## config.mk

```make
export PLATFORM = sky130hd
export DESIGN_NAME = vga_timing_gen
export DESIGN_NICKNAME = d
export VERILOG_FILES = /design/src/rtl/vga_timing_gen.sv
export SDC_FILE = /design/constraint.sdc
export NUM_CORES = 1
export LEC_CHECK = 0
export ABC_AREA = 1
export BUFFER_PORTS_ARGS = -buffer_cell sky130_fd_sc_hd__buf_2
export CORE_ASPECT_RATIO = 1.4
export CORE_UTILIZATION = 30
export DETAILED_ROUTE_END_ITERATION = 10
export GPL_ROUTABILITY_DRIVEN = 0
export SLEW_MARGIN = 20
export SYNTH_ARGS = -nofsm -noshare
export SYNTH_HDL_FRONTEND = slang
export SYNTH_SLANG_ARGS = --single-unit
```

## constraint.sdc

```tcl
create_clock -name pixel_clk -period 2.5 [get_ports pixel_clk]
set_input_delay 0.625 -clock pixel_clk [delete_from_list [all_inputs] [get_ports pixel_clk]]
set_output_delay 0.625 -clock pixel_clk [all_outputs]
set_load 0.02 [all_outputs]
```

## src/rtl/vga_timing_gen.sv

```systemverilog
// Raster timing generator: pixel counters, HS/VS syncs, blanking, line/frame markers, frame counter.
// Latency: every output is a flop computed from next-state counters, so all outputs describe the same pixel.
// Backpressure: none; free-running on pixel_clk, synchronous active-high rst returns to pixel (0,0).
//
// Ports:
//   pixel_clk   - pixel clock, all state on rising edge
//   rst         - synchronous reset, active high
//   HS, VS      - horizontal / vertical sync (levels set by HS_ACTIVE / VS_ACTIVE)
//   hcounter    - current column 0..H_TOTAL-1
//   vcounter    - current line   0..V_TOTAL-1
//   blank       - 1 outside the visible area
//   line_start  - one-cycle pulse on the cycle hcounter wrapped to 0
//   frame_start - one-cycle pulse on the cycle the counters wrapped to (0,0)
//   frame_count - frames completed since reset, modulo 256
//
// Both H_TOTAL and V_TOTAL must not exceed 2048 so the counters fit in 11 bits.

module vga_timing_gen #(
    parameter int unsigned H_VISIBLE = 640,
    parameter int unsigned H_FRONT   = 16,
    parameter int unsigned H_SYNC    = 96,
    parameter int unsigned H_BACK    = 48,
    parameter int unsigned V_VISIBLE = 480,
    parameter int unsigned V_FRONT   = 10,
    parameter int unsigned V_SYNC    = 2,
    parameter int unsigned V_BACK    = 33,
    parameter logic        HS_ACTIVE = 1'b0,
    parameter logic        VS_ACTIVE = 1'b0
) (
    input  logic        pixel_clk,
    input  logic        rst,
    output logic        HS,
    output logic        VS,
    output logic [10:0] hcounter,
    output logic [10:0] vcounter,
    output logic        blank,
    output logic        line_start,
    output logic        frame_start,
    output logic [7:0]  frame_count
);

    localparam int unsigned H_TOTAL = H_VISIBLE + H_FRONT + H_SYNC + H_BACK;
    localparam int unsigned V_TOTAL = V_VISIBLE + V_FRONT + V_SYNC + V_BACK;

    // Last counter values before a wrap.
    localparam logic [10:0] H_LAST = 11'(H_TOTAL - 1);
    localparam logic [10:0] V_LAST = 11'(V_TOTAL - 1);

    // Region bounds are kept 12 bits wide: a sync end can equal 2048 when
    // the back porch is zero and the total is at its maximum.
    localparam logic [11:0] H_VIS_END   = 12'(H_VISIBLE);
    localparam logic [11:0] HS_BEGIN    = 12'(H_VISIBLE + H_FRONT);
    localparam logic [11:0] HS_END      = 12'(H_VISIBLE + H_FRONT + H_SYNC);
    localparam logic [11:0] V_VIS_END   = 12'(V_VISIBLE);
    localparam logic [11:0] VS_BEGIN    = 12'(V_VISIBLE + V_FRONT);
    localparam logic [11:0] VS_END      = 12'(V_VISIBLE + V_FRONT + V_SYNC);

    logic [10:0] hcount_q, hcount_d;
    logic [10:0] vcount_q, vcount_d;
    logic [7:0]  frame_count_q, frame_count_d;
    logic        hs_q, hs_d;
    logic        vs_q, vs_d;
    logic        blank_q, blank_d;
    logic        line_start_q, line_start_d;
    logic        frame_start_q, frame_start_d;

    logic        h_wrap;
    logic        v_wrap;
    logic [11:0] h_next_ext;
    logic [11:0] v_next_ext;

    always_comb begin
        h_wrap = (hcount_q == H_LAST);
        // A frame only wraps on the same edge that closes the last line.
        v_wrap = h_wrap && (vcount_q == V_LAST);

        hcount_d = h_wrap ? 11'd0 : hcount_q + 11'd1;

        vcount_d = vcount_q;
        if (h_wrap) begin
            vcount_d = v_wrap ? 11'd0 : vcount_q + 11'd1;
        end

        frame_count_d = v_wrap ? frame_count_q + 8'd1 : frame_count_q;

        // Decode from the next-state counters so the registered syncs,
        // blank and pulses line up with the registered counters.
        h_next_ext = {1'b0, hcount_d};
        v_next_ext = {1'b0, vcount_d};

        hs_d = ((h_next_ext >= HS_BEGIN) && (h_next_ext < HS_END)) ? HS_ACTIVE : ~HS_ACTIVE;
        vs_d = ((v_next_ext >= VS_BEGIN) && (v_next_ext < VS_END)) ? VS_ACTIVE : ~VS_ACTIVE;
        blank_d = (h_next_ext >= H_VIS_END) || (v_next_ext >= V_VIS_END);

        line_start_d  = h_wrap;
        frame_start_d = v_wrap;
    end

    always_ff @(posedge pixel_clk) begin
        if (rst) begin
            hcount_q      <= 11'd0;
            vcount_q      <= 11'd0;
            frame_count_q <= 8'd0;
            hs_q          <= ~HS_ACTIVE;
            vs_q          <= ~VS_ACTIVE;
            // (0,0) is visible, and the reset state is not a wrap.
            blank_q       <= 1'b0;
            line_start_q  <= 1'b0;
            frame_start_q <= 1'b0;
        end else begin
            hcount_q      <= hcount_d;
            vcount_q      <= vcount_d;
            frame_count_q <= frame_count_d;
            hs_q          <= hs_d;
            vs_q          <= vs_d;
            blank_q       <= blank_d;
            line_start_q  <= line_start_d;
            frame_start_q <= frame_start_d;
        end
    end

    assign hcounter    = hcount_q;
    assign vcounter    = vcount_q;
    assign frame_count = frame_count_q;
    assign HS          = hs_q;
    assign VS          = vs_q;
    assign blank       = blank_q;
    assign line_start  = line_start_q;
    assign frame_start = frame_start_q;

endmodule

```

### Yosys cells after proc, flatten, opt, wreduce, memory -nomap -nowiden

Cells that the tools add are included.

* $add $sub $neg: 3
* magnitude comparators: 6
* equality and inequality tests: 2
* mux-type cells: 5
* reductions and logical operators: 4

Operator list (number)
* 11-bit two-way mux: 3
* 11-bit by 1-bit adder with 11-bit output, second input constant: 2
* 11-bit by 10-bit == test with 1-bit output, second input constant: 2
* 11-bit by 10-bit >= comparator with 1-bit output, second input constant: 2
* 11-bit by 9-bit >= comparator with 1-bit output, second input constant: 2
* 11-bit by 10-bit < comparator with 1-bit output, second input constant: 1
* 11-bit by 9-bit < comparator with 1-bit output, second input constant: 1
* 8-bit by 1-bit adder with 8-bit output, second input constant: 1
* 1-bit logical AND: 3
* 1-bit two-way mux: 2
* 1-bit logical OR: 1

* bits in registers: 35
* input port bits: 2
* output and inout port bits: 35
* word-level logic and storage cells: 28

### Longest topological paths before layout

Gate-level depths: netlist (run 1).

* depth after elaboration: 7
* mapped depth: 13
* mapped depth without buffers: 12

### Worst setup path after synthesis (run 1)

Ideal clock, no wire load.

* kind: register to register
* from: register hcount_q[0], in the netlist hcounter[0]
* to: register frame_count_q[7], in the netlist frame_count[7]
* setup time: 0.113 ns
* arrival: 1.705 ns
* required time: 2.387 ns
* slack: 0.682 ns
* cell stages (with the launch flop): 9
* buffers on the path: 0
* clock period less this slack: 1.818 ns
* path through: dfxtp_1 -> ha_1 -> nand4_4 -> nor2_8 -> nand2_8 -> nor3_4 -> nand3_2 -> o21ai_1 -> nor2_1

* cells in the longest elaborated chain, start to end: 2

Ends and longest elaborated chain
* start, declared: RTL line 58 `logic [10:0] hcount_q, hcount_d;`
* start signal, assigned: RTL line 111 `hcount_q <= hcount_d;`
* 11-bit by 10-bit == test with 1-bit output: RTL line 73 `h_wrap = (hcount_q == H_LAST);`
* 1-bit logical AND: RTL line 75 `v_wrap = h_wrap && (vcount_q == V_LAST);`
* end signal, assigned: RTL line 113 `frame_count_q <= frame_count_d;`
* end, declared: RTL line 60 `logic [7:0] frame_count_q, frame_count_d;`

No other way between the ends.
A chain may end at the register's enable or synchronous reset.

### Worst setup path after layout (run 1)

* from: register hcount_q[0], in the netlist hcounter[0]
* to: register vs_q, in the netlist VS

* cells in the longest elaborated chain, start to end: 7
* elaborated cells between the ends (all ways): 8
* those cells by class: 2 x order compare; 1 x eq/ne; 3 x mux; 2 x reduce/logical

Ends and longest elaborated chain
* 11-bit by 10-bit == test with 1-bit output *: RTL line 73
* 1-bit logical AND: RTL line 75
* 11-bit two-way mux: RTL line 81 `vcount_d = v_wrap ? 11'd0 : vcount_q + 11'd1;`
* 11-bit two-way mux *: RTL line 80 `if (h_wrap) begin`
* 11-bit by 9-bit >= comparator with 1-bit output / 11-bit by 9-bit < comparator with 1-bit output (equally long branches): RTL line 92 `vs_d = ((v_next_ext >= VS_BEGIN) && (v_next_ext < VS_END)) ? VS_ACTIVE : ~VS_ACTIVE;`
* 1-bit logical AND *: RTL line 92
* 1-bit two-way mux *: RTL line 92
* end signal, assigned: RTL line 105 `vs_q <= ~VS_ACTIVE;`
* end signal, assigned: RTL line 115 `vs_q <= vs_d;`
* end, declared: RTL line 62 `logic vs_q, vs_d;`

Mark *: on every way between the ends. The rest lies on a longest branch, timed or not.

==> results of run 1 <==
-- through the flow --
stage / hold slack [ns] / setup WS [ns] / power [mW] / util / instance area [um2]
finish: 0.490 / 0.640 / 1.02 / 0.374 / 2220
global route: 0.552 / 0.427 / 1.06 / 0.374 / 2220
CTS: 0.492 / 0.629 / 1.03 / 0.374 / 2220
floorplan: 0.555 / 0.682 / 0.602 / - / 1890
detailed placement: 0.481 / 0.643 / 0.613 / 0.359 / 2130
global placement: 0.468 / 0.678 / 0.612 / 0.359 / 2130
-- routing by layer --
layer / vias up / global-route usage / wire length, um / share of wire
met5: - / 0 / 0 / 0
met4: 0 / 0.0612 / 87 / 0.019
met3: 9 / 0.0325 / 236 / 0.052
met2: 47 / 0.282 / 2330 / 0.51
met1: 787 / 0.164 / 1930 / 0.42
li1: 933 / - / - / -
-- critical path: cells and delay by family (launching register included) --
kind / cells / cell delay, ns
fa+ha+maj: 1 / 0.30
buf+inv: 2 / 0.25
flops: 1 / 0.47
simple gates: 7 / 0.73
-- kinds of logic (layout without fill, tap and decap cells) --
kind of cell | count (synthesis) | after routing | share of synthesized area
simple gates | 158 | 158 | 0.413
buf+inv | 44 | 83 | 0.0920
flops | 35 | 35 | 0.371
compound gates | 22 | 22 | 0.0649
xor+xnor | 7 | 7 | 0.0325
fa+ha+maj | 4 | 4 | 0.0265
-- area by class of cell --
class	instances	area, um2
Sequential cell	35	701
Tap cell	70	87.6
Inverter	40	151
Clock buffer	6	82.6
Multi-Input combinational cell	191	1010
Fill cell	661	3720
Timing Repair Buffer	36	180
Clock inverter	1	5.00
-- Yosys cell counts --
master	instances	share of area
and3_1	1	0.0033
nand4_4	1	0.011
nand2_1	62	0.12
nor3_2	1	0.0053
nand3b_1	1	0.0040
nor2_4	1	0.0060
nand4_1	8	0.026
or2_1	1	0.0033
a211oi_1	1	0.0040
o21ai_0	4	0.011
ha_1	4	0.026
nor2_2	3	0.0099
nand2_8	1	0.011
a21oi_1	9	0.024
o21bai_1	2	0.0079
o21a_1	2	0.0079
nor3_4	1	0.0086
clkbuf_1	3	0.0060
nor3_1	4	0.011
or2_2	2	0.0066
xor2_1	5	0.023
inv_2	3	0.0060
buf_6	1	0.0060
clkinv_2	1	0.0026
dfxtp_1	35	0.37
nor2_1	38	0.075
nand3_4	1	0.0093
nand3_2	2	0.011
xnor2_1	2	0.0093
o21ai_1	4	0.011
nor2_8	1	0.011
inv_1	36	0.072
nand3_1	28	0.074
nor3b_1	1	0.0040
-- cells in the final DEF, fill, tap and decap left out, types with 2 or more instances in the layout --
master / n
nand2_1: 62
nor2_1: 38
inv_1: 36
buf_2: 36
dfxtp_1: 35
nand3_1: 28
a21oi_1: 9
nand4_1: 8
clkbuf_8: 6
xor2_1: 5
nor3_1: 4
o21ai_1: 4
o21ai_0: 4
ha_1: 4
nor2_2: 3
inv_2: 3
nand3_2: 2
xnor2_1: 2
clkinv_2: 2
or2_2: 2
o21bai_1: 2
o21a_1: 2
-- worst paths after layout --
check / slack (ns) / start / cells past startpoint / endpoint
max reg2reg: 0.64 / hcounter[0] / 10 / VS
max: 0.64 / hcounter[0] / 10 / VS
min reg2reg: 0.49 / frame_count[4] / 2 / frame_count[4]
min: 0.49 / frame_count[4] / 2 / frame_count[4]
-- report_power, final --
part           switching, mW  internal (mW)
Sequential           0.00680          0.561
Combinational         0.0217        0.00923
Clock                  0.207          0.216
-- flip-flops by register name, indices dropped and copies added (netlist names) --
signal,flops
vcounter,11
frame_start,1
VS,1
HS,1
frame_count,8
line_start,1
blank,1
hcounter,11
==> flow_results.org, run 1 <==
** Status
- The run finished with clean final reports.

** Power and ir drop
- Peak supply drop :: 0.232 mV
- In this run the power density over the cells is 460 nW/um2.
- P_leak :: 1.07 nW

** STA
- Fmax achieved :: 537 MHz
- Fin Setup TNS :: 0 ns
- The max-slew violation count came to 0.
- Minimum period implied by the final worst setup slack :: between 1.5 and 2 ns
- Final critical-path share of the clock period :: 0.744
- Unrepaired setup endpoints after global routing :: false
- Worst clock skew on the final layout :: 0.00503 ns
- Setup violations remaining at the end of the flow were counted as 0.
- Final Hold Vio Count :: 0
- Pin slew with the least headroom to its limit :: approximately 0.47 ns
- The worst pin sits at a relative slew slack of 0.685.

** Final layout
- Number of nets in the layout :: 315
- The number of antenna diodes in the final layout is 0.
- In the final layout, the share of cells above drive strength 1 is 0.197.
- Final cell count without fillers :: 379
- Compared with the post-synthesis result, the final layout area differs by 17.6%.

** Clock tree
- Hold-fix buffers, CTS :: 0
- Counting every sink on the clock net gives 35.
- CTS buffer count :: 5
- The later pin in the worst-skew pair is clocked with a latency of 0.29 ns.
- Count of buffers added by post-CTS timing repair for setup :: 0
- TritonCTS clock tree :: built
- Root Driver :: clkbuf_8
- Max clock buf depth :: 2
- CTS clk-pin slew, worst paths :: 0.07 ns
- H-tree levels :: 2
- Resize count post-CTS :: 0

** Detailed routing
- The first TritonRoute pass finished after 4 iterations.
- Routed length per instance :: 12.1 um
- Routed wire length :: 4580 um
- Number of design rule violations left after detail routing :: 0
- Residual antenna-violating net count after detailed routing :: 0
- The routed layout has ~1.8k vias.
- Drt first-iter violations :: a little over 70
- Dividing the detail-routed via count by the number of cells gives 4.69.

** GRT
- The first global-routing pass estimated 7910 um of wire.
- In the global route stage, overall resource usage came out at 0.150.
- Via count of the first global-routing pass :: between 1.5k and 2k
- The initial antenna violation count was 0.
- After global routing the overflow that remains totals 0.
- Entering global routing, the biggest net connects 26 pins.

** Critical path
- Data arrives at the worst endpoint at 2.03 ns.
- Critical-path maximum fanout :: 10
- Category of the worst setup path launch point :: flip-flop
- At the worst endpoint, the required time is around 2.7 ns.
- Among the stages of the critical path, the cell type that occurs most often is nand3_1.
- Category of the critical setup timing path :: flip-flop to flip-flop
- In this design, the stage delay of the slowest critical-path cell is between 0.4 and 0.5 ns.
- The largest individual stage delay along the critical path comes from the cell dfxtp_1.
- Critical Path, Cell by Cell :: ha_1 -> nand3_1 -> inv_2 -> nand3_4 -> clkinv_2 -> nand3_1 -> nand2_1 -> nand3_1 -> nor2_1 -> nand4_1
- STA classifies the critical path endpoint as a flip-flop.

** Die
- Site Rows :: 33
- The die covers 6620 um2.
- I/O pin count :: 37
- Y dimension of the die :: approximately 96 um
- Initial core utilization :: 0.318
- In this run the horizontal extent of the chip is 69.1 um.
- Std-Cell Core Area :: 5950 um2

** Placement
- In this run the tool buffered the top-level ports with 36 buffer cells.
- Placed wire-length estimate after detailed placement :: roughly 3500 um
- Once placement completed, the tool counted placed cells totaling 372.

** Hold path
- In this run the worst hold path is classified as flip-flop to flip-flop.

** Synth
- Part of the Yosys area used for sequential elements :: 0.371
- Cell area after technology mapping :: 1890 um2
- Seq cells post-synth :: 35
- Total nets after synthesis :: 276
- Yosys printed 0 warnings.
- Syn avg cell area :: 7.00 um2
- The netlist uses 34 different library cells.
- Syn Inst Count :: 270

** Job
- Number of max-capacitance violations reported :: 0
Power figures use the tool's default switching activity.
==> inputs of run 2 (changes only) <==
- clock period: 2.5 -> 1.6 ns (I/O delays scaled with it)
==> run 2 against run 1 <==
- flip-flop and latch count stayed put
- critical path type unchanged
- combinational power is 140% higher
- setup slack worse by 0.57 ns
- register-to-register slack worse by 0.57 ns
- final cell count is 11% higher
- highest routed layer unchanged
- largest cell class unchanged
==> flow_results.org, run 2 (same netlist as run 1, synthesis figures left out) <==
** Placement
- Placed wire-length estimate after detailed placement :: 3850 um (was 3480 um)
- The worst setup slack before clock tree synthesis came to -0.0559 ns (was 0.643 ns).
- The cell count after placement was 407 (was 372).
- Port buffer count :: 36 (unchanged)

** Job
- The count of maximum capacitance violations was 0 (unchanged).

** Critical path
- Data required time of the worst path :: 1.80 ns (was 2.67 ns)
- The category of the most critical setup path was flip-flop to flip-flop (unchanged).
- Nature of the critical path endpoint :: flip-flop (unchanged)
- The arrival time reported for the critical path endpoint was 1.73 ns (was 2.03 ns).
- The startpoint kind of the worst setup timing path is a flip-flop (unchanged).
- The launching element of the worst setup path is hcounter[7] (was hcounter[0]).
- Startpoint of the worst register-to-register path :: hcounter[7] (was hcounter[0])
- The worst reg-to-reg setup slack is 0.07 ns (was 0.64 ns).
- The largest fanout of any net on the critical path is 8 (was 10).

** Power and ir drop
- Ratio of total power to cell area :: 597 nW/um2 (was 460 nW/um2)
- The highest ir drop seen on vdd came to 0.397 mV (was 0.232 mV).
- P_leak :: 1.30 nW (was 1.07 nW)
- The overall power of the completed layout was 1.61 mW (was 1.02 mW).

** Clock tree
- The number of clock sinks seen by CTS is 35 (unchanged).
- The number of hold buffers added after CTS came to 0 (unchanged).
- The clock root buffer master is clkbuf_8 (unchanged).
- Clock latency on the worst-skew pair :: 0.29 ns (about the same)
- Max clock buf depth :: 2 (unchanged)
- The depth of the CTS H-tree was 2 (unchanged).
- CTS buffer count :: 5 (unchanged)
- The clock-pin transition on the worst setup and hold timing paths was 0.07 ns (about the same).
- TritonCTS clock tree :: built (unchanged)

** STA
- The part of the cycle the worst path needs came to 0.957 (was 0.744).
- Final Hold Vio Count :: 0 (unchanged)
- The final period demand of the worst path is 1.53 ns (was 1.86 ns).
- The actual slew at the worst max-slew pin was 0.293 ns (was 0.472 ns).
- Final setup violation count :: 0 (unchanged)
- The worst slew margin relative to its limit was 0.805 (was 0.685).
- Pins Over Slew Limit :: 0 (unchanged)
- Worst hold slack after final layout :: 0.490 ns (about the same)
- Worst clock skew on the final layout :: 0.00721 ns (was 0.00503 ns)
- Unrepaired setup endpoints after global routing :: true (was false)
- Post-layout worst setup margin :: 0.0690 ns (was 0.640 ns)
- Fmax achieved :: 653 MHz (was 537 MHz)

** Detailed routing
- Vias :: 1949 (was 1776)
- Number of search-and-repair iterations in the first detailed-routing pass :: 4 (unchanged)
- Drt first-iter violations :: 55 (was 71)
- The average wire per standard cell is 12.1 um (about the same).
- The post-route DRC violation count was 0 (unchanged).
- Routed wire length :: 5060 um (was 4580 um)
- The antenna violation net count after detailed routing is 0 (unchanged).
- Post-DR vias/cell :: 4.65 (was 4.69)

** Final layout
- ANT cells :: 0 (unchanged)
- Core Util, Final :: 0.453 (was 0.374)
- Commonest cells after routing, fill and taps aside: nand2_1 (59), buf_4 (38), buf_2 (36) (was nand2_1 (62), nor2_1 (38), inv_1 (36), buf_2 (36), dfxtp_1 (35)).
- The post-layout instance count excluding filler cells was 419 (was 379).
- Most frequent standard cell in the layout excluding fill and tap cells :: nand2_1 (unchanged)
- The total number of nets in the final design is 354 (was 315).
- Fraction of layout instances using a drive strength above 1 :: 0.407 (was 0.197)
- Area delta synth->final :: 42.6% (was 17.6%)

** Die
- Std-Cell Core Area :: 5950 um2 (unchanged)
- Die Wd :: 69.1 um (unchanged)
- Site Rows :: 33 (unchanged)
- Y dimension of the die :: 95.9 um (unchanged)
- The effective utilization at floorplan was 0.318 (unchanged).
- The number of placed I/O pins came to 37 (unchanged).
- The area of the die was 6620 um2 (unchanged).

** GRT
- Via count of the first global-routing pass :: 1845 (was 1727)
- The initial antenna violation count was 0 (unchanged).
- The leftover overflow at the end of global routing came to 0 (unchanged).
- The global-route wire length before repair came to 8150 um (was 7910 um).
- The largest net degree at the start of global routing came to 25 (was 26).
- The total routing usage reported by global routing came to 0.157 (was 0.150).

** Hold path
- The startpoint of the worst hold path is frame_count[4] (unchanged).
- The path category of the worst min-delay check is flip-flop to flip-flop (unchanged).

** Status
- Status :: finished, final reports clean (unchanged)
==> run 2: changes by cell type in the layout (fill, tap and decap cells not counted), sizes merged <==
cell / before / now
clkinvlp: 0 / 1
buf: 36 / 75
==> run 2: critical path, cell delays in order (launching register included) <==
cell and delay (ns):
dfxtp_2 0.35, nor2_2 0.15, nand3_4 0.11, nor2_8 0.22, nand2_8 0.10, nor3_4 0.22, nand3_2 0.11, o21ai_2 0.12
nor2_1 0.04
==> run 2: per-stage QoR <==
stage               cell area [um2]  setup TNS, ns
floorplan                      1900              0
global placement               2400        -0.0615
detailed placement             2400        -0.0939
CTS                            2530              0
global route                   2690        -0.0432
finish                         2690              0
==> run 2: cell type report <==
type / instances / area, um2
multi-input combinational: 191 / 1160
clock buffer: 6 / 72.6
clock inverter: 2 / 12.5
tap: 70 / 87.6
fill: 625 / 3250
inverter: 40 / 158
timing repair buffer: 75 / 477
sequential: 35 / 726
==> run 2: what timing repair did <==
action	in CTS	in global routing
setup endpoints to repair	3	7
buffers inserted	1	3
hold endpoints to repair	0	0
pin swaps	2	15
resized for setup	9	44
cloned	0	0
==> run 2: final timing paths <==
check | endpoint | cells past startpoint
min reg2reg | frame_count[4] | 2
max | frame_count[7] | 8
max reg2reg | frame_count[7] | 8
min | frame_count[4] | 2
==> run 2: routing by layer <==
layer / track usage / vias to the layer above / share of wire
met4: 0.0578 / 0 / 0.012
li1: - / 1019 / -
met5: 0 / - / 0
met3: 0.0314 / 5 / 0.034
met1: 0.162 / 891 / 0.41
met2: 0.311 / 34 / 0.55
==> run 2: report_power, final <==
group / internal (mW) / leakage [nW] / switching [mW]
combinational: 0.0313 / 0.967 / 0.0442
clock: 0.304 / 0.0412 / 0.344
sequential: 0.875 / 0.291 / 0.00769
total: 1.21 / 1.30 / 0.396
==> inputs of run 3 (changes only) <==
- CORE_UTILIZATION: 30 -> 40
==> run 3 against run 2 <==
- cell area is 2.2% lower
- combinational power is 5.6% lower
- power is 9.9% higher
- non-clock buffer count shrank 4
- clock power grew 25%
- critical path type unchanged
- largest power group unchanged
==> flow_results.org, run 3 (same netlist as run 1, synthesis figures left out) <==
** GRT
- Maximum number of pins on one net before global-route repair :: 25 (unchanged)
- Global-route wire length before repair :: 7870 um (was 8150 um)
- The leftover overflow at the end of global routing came to 0 (unchanged).
- Via count of the first global-routing pass :: 1753 (was 1845)
- The total routing usage reported by global routing was 0.210 (was 0.157).
- The initial antenna violation count came to 0 (unchanged).

** Clock tree
- The clock root buffer master is clkbuf_8 (unchanged).
- The maximum number of buffers from clock root to sink is 2 (unchanged).
- The depth of the CTS H-tree was 2 (unchanged).
- The clock-pin transition on the worst setup and hold timing paths is 0.08 ns (was 0.07 ns).
- CTS buffer count :: 5 (unchanged)
- The clock tree from TritonCTS is built (unchanged).
- The number of hold buffers added after CTS was 0 (unchanged).
- The number of clock sinks seen by CTS came to 35 (unchanged).
- The clock insertion delay at the later pin of the skew report came to 0.29 ns (about the same).

** Detailed routing
- The post-route DRC violation count came to 0 (unchanged).
- The average wire per standard cell was 12.1 um (about the same).
- The antenna violation net count after detailed routing came to 0 (unchanged).
- Drt first-iter violations :: 109 (was 55)
- The overall routed net length came to 4940 um (was 5060 um).
- The detailed-routing wirelength on met1 is 2070 um (was 2060 um).
- Vias :: 1969 (was 1949)
- The highest routed metal layer is met4 (unchanged).
- The routed wire length on met2 is 2560 um (was 2760 um).
- Post-DR vias/cell :: 4.80 (was 4.65)
- WL met3 :: 149 um (was 174 um)
- The number of search-and-repair iterations in the first detailed-routing pass was 4 (unchanged).

** STA
- Post-layout worst setup margin :: 0.0587 ns (was 0.0690 ns)
- The number of setup violations in the final report came to 0 (unchanged).
- Unrepaired setup endpoints after global routing :: true (unchanged)
- Fmax achieved :: 649 MHz (was 653 MHz)
- The part of the cycle the worst path needs came to 0.963 (was 0.957).
- The worst clock skew is 0.00706 ns (was 0.00721 ns).
- The worst slew margin relative to its limit was 0.797 (was 0.805).
- The final-layout worst hold slack is 0.496 ns (was 0.490 ns).
- Minimum period implied by the final worst setup slack :: 1.54 ns (was 1.53 ns)
- The max-slew violation count is 0 (unchanged).
- The actual slew at the worst max-slew pin was 0.303 ns (was 0.293 ns).
- The hold violation count in the final report is 0 (unchanged).

** Power and ir drop
- The highest ir drop seen on vdd came to 0.440 mV (was 0.397 mV).
- The static leakage came to 1.28 nW (was 1.30 nW).
- Ratio of total power to cell area :: 670 nW/um2 (was 597 nW/um2)

** Critical path
- Category of the critical setup timing path :: flip-flop to flip-flop (unchanged)
- Nature of the critical path endpoint :: flip-flop (unchanged)
- Critical-path maximum fanout :: 7 (was 8)
- Category of the worst setup path launch point :: flip-flop (unchanged)
- The data required time of the critical path is 1.79 ns (was 1.80 ns).
- Data arrival time of the worst path :: 1.73 ns (about the same)

** Die
- I/O pin count :: 37 (unchanged)
- Initial core utilization :: 0.417 (was 0.318)
- Std-Cell Core Area :: 4540 um2 (was 5950 um2)
- Die Wd :: 60.1 um (was 69.1 um)
- Site Rows :: 29 (was 33)
- The area of the die is 5010 um2 (was 6620 um2).
- Y dimension of the die :: 83.3 um (was 95.9 um)

** Hold path
- The path category of the worst min-delay check was flip-flop to flip-flop (unchanged).

** Status
- Status: finished, final reports clean (unchanged).

** Final layout
- The share of post-route cells with drive strength above 1 was 0.362 (was 0.407).
- Commonest cells after routing, fill and taps aside: nand2_1 (60), buf_2 (36), inv_1 (35), buf_4 (35), nor2_1 (34) (was nand2_1 (59), buf_4 (38), buf_2 (36)).
- The number of fill cells is 445 (was 625).
- The number of diodes was 0 (unchanged).
- The total non-filler cell area in the finished layout came to 2640 um2 (was 2690 um2).
- The share of the core filled with cells came to 0.581 (was 0.453).
- Number of nets in the layout :: 353 (was 354)
- Area delta synth->final :: 39.5% (was 42.6%)
- Most frequent standard cell in the layout excluding fill and tap cells :: nand2_1 (unchanged)

** Placement
- DP Worst Slack :: -0.0497 ns (was -0.0559 ns)
- Placed Instance Area :: 2340 um2 (was 2400 um2)
- Placed wire-length estimate after detailed placement :: 3550 um (was 3850 um)
- The count of buffers from port buffering came to 36 (unchanged).

** Job
- Number of max-capacitance violations reported :: 0 (unchanged)
## run 3: changes by cell type in the layout (fill, tap and decap cells not counted), sizes merged
cell	before	now
nand2	63	64
nor2	43	44
clkinv	2	3
bufinv	0	1
clkbuf	6	5
nand3	31	32
clkinvlp	1	0
buf	75	71
## run 3: cell type report
| cell class | count | area (um2) | area share |
|---|---|---|---|
| flip-flops and latches | 35 | 718 | 0.273 |
| clock buffers | 5 | 68.8 | 0.0261 |
| well taps | 62 | 77.6 | 0.0294 |
| inverters | 40 | 158 | 0.0598 |
| clock inverters | 3 | 43.8 | 0.0166 |
| multi-input cells | 194 | 1130 | 0.427 |
| repair buffers | 71 | 443 | 0.168 |
## run 3: final timing paths
path	from	endpoint	slack, ns	cells past startpoint
setup / recovery	hcounter[0]	blank	0.06	10
hold reg to reg	frame_count[4]	frame_count[4]	0.50	2
setup reg to reg	hcounter[0]	blank	0.06	10
hold / removal	frame_count[4]	frame_count[4]	0.50	2
## run 3: where the power goes
part / switching [mW] / internal, mW
logic: 0.0422 / 0.0291
clock network: 0.348 / 0.464
registers: 0.00757 / 0.875
## run 3: routing by layer
metal	vias up	track usage
met2	37	0.359
met5	-	0
met1	896	0.240
met4	0	0.0951
li1	1021	-
met3	15	0.0436
## run 3: timing repair
item | 4_1_cts | 5_1_grt
buffers inserted | 2 | 5
resized for setup | 7 | 23
pin swaps | 2 | 6
setup endpoints to repair | 2 | 8
cloned | 1 | 2
## run 3: critical path: stages (launching register included)
cell and delay (ns):
dfxtp_4 0.35, ha_4 0.17, nand3_2 0.10, inv_4 0.06, nand3_4 0.12, clkinv_4 0.08
or2_2 0.29, nand2_2 0.09, nor2_2 0.04, nand2_1 0.07, nand3_1 0.07
## run 3: metrics by stage
stage	instances	TNS (ns)	total power [mW]
2_1_floorplan	270	0	0.941
3_3_place_gp	392	-0.0136	0.970
3_5_place_dp	392	-0.0536	0.970
4_1_cts	403	0	1.78
5_1_grt	410	-0.130	1.83
6_report	410	0	1.77
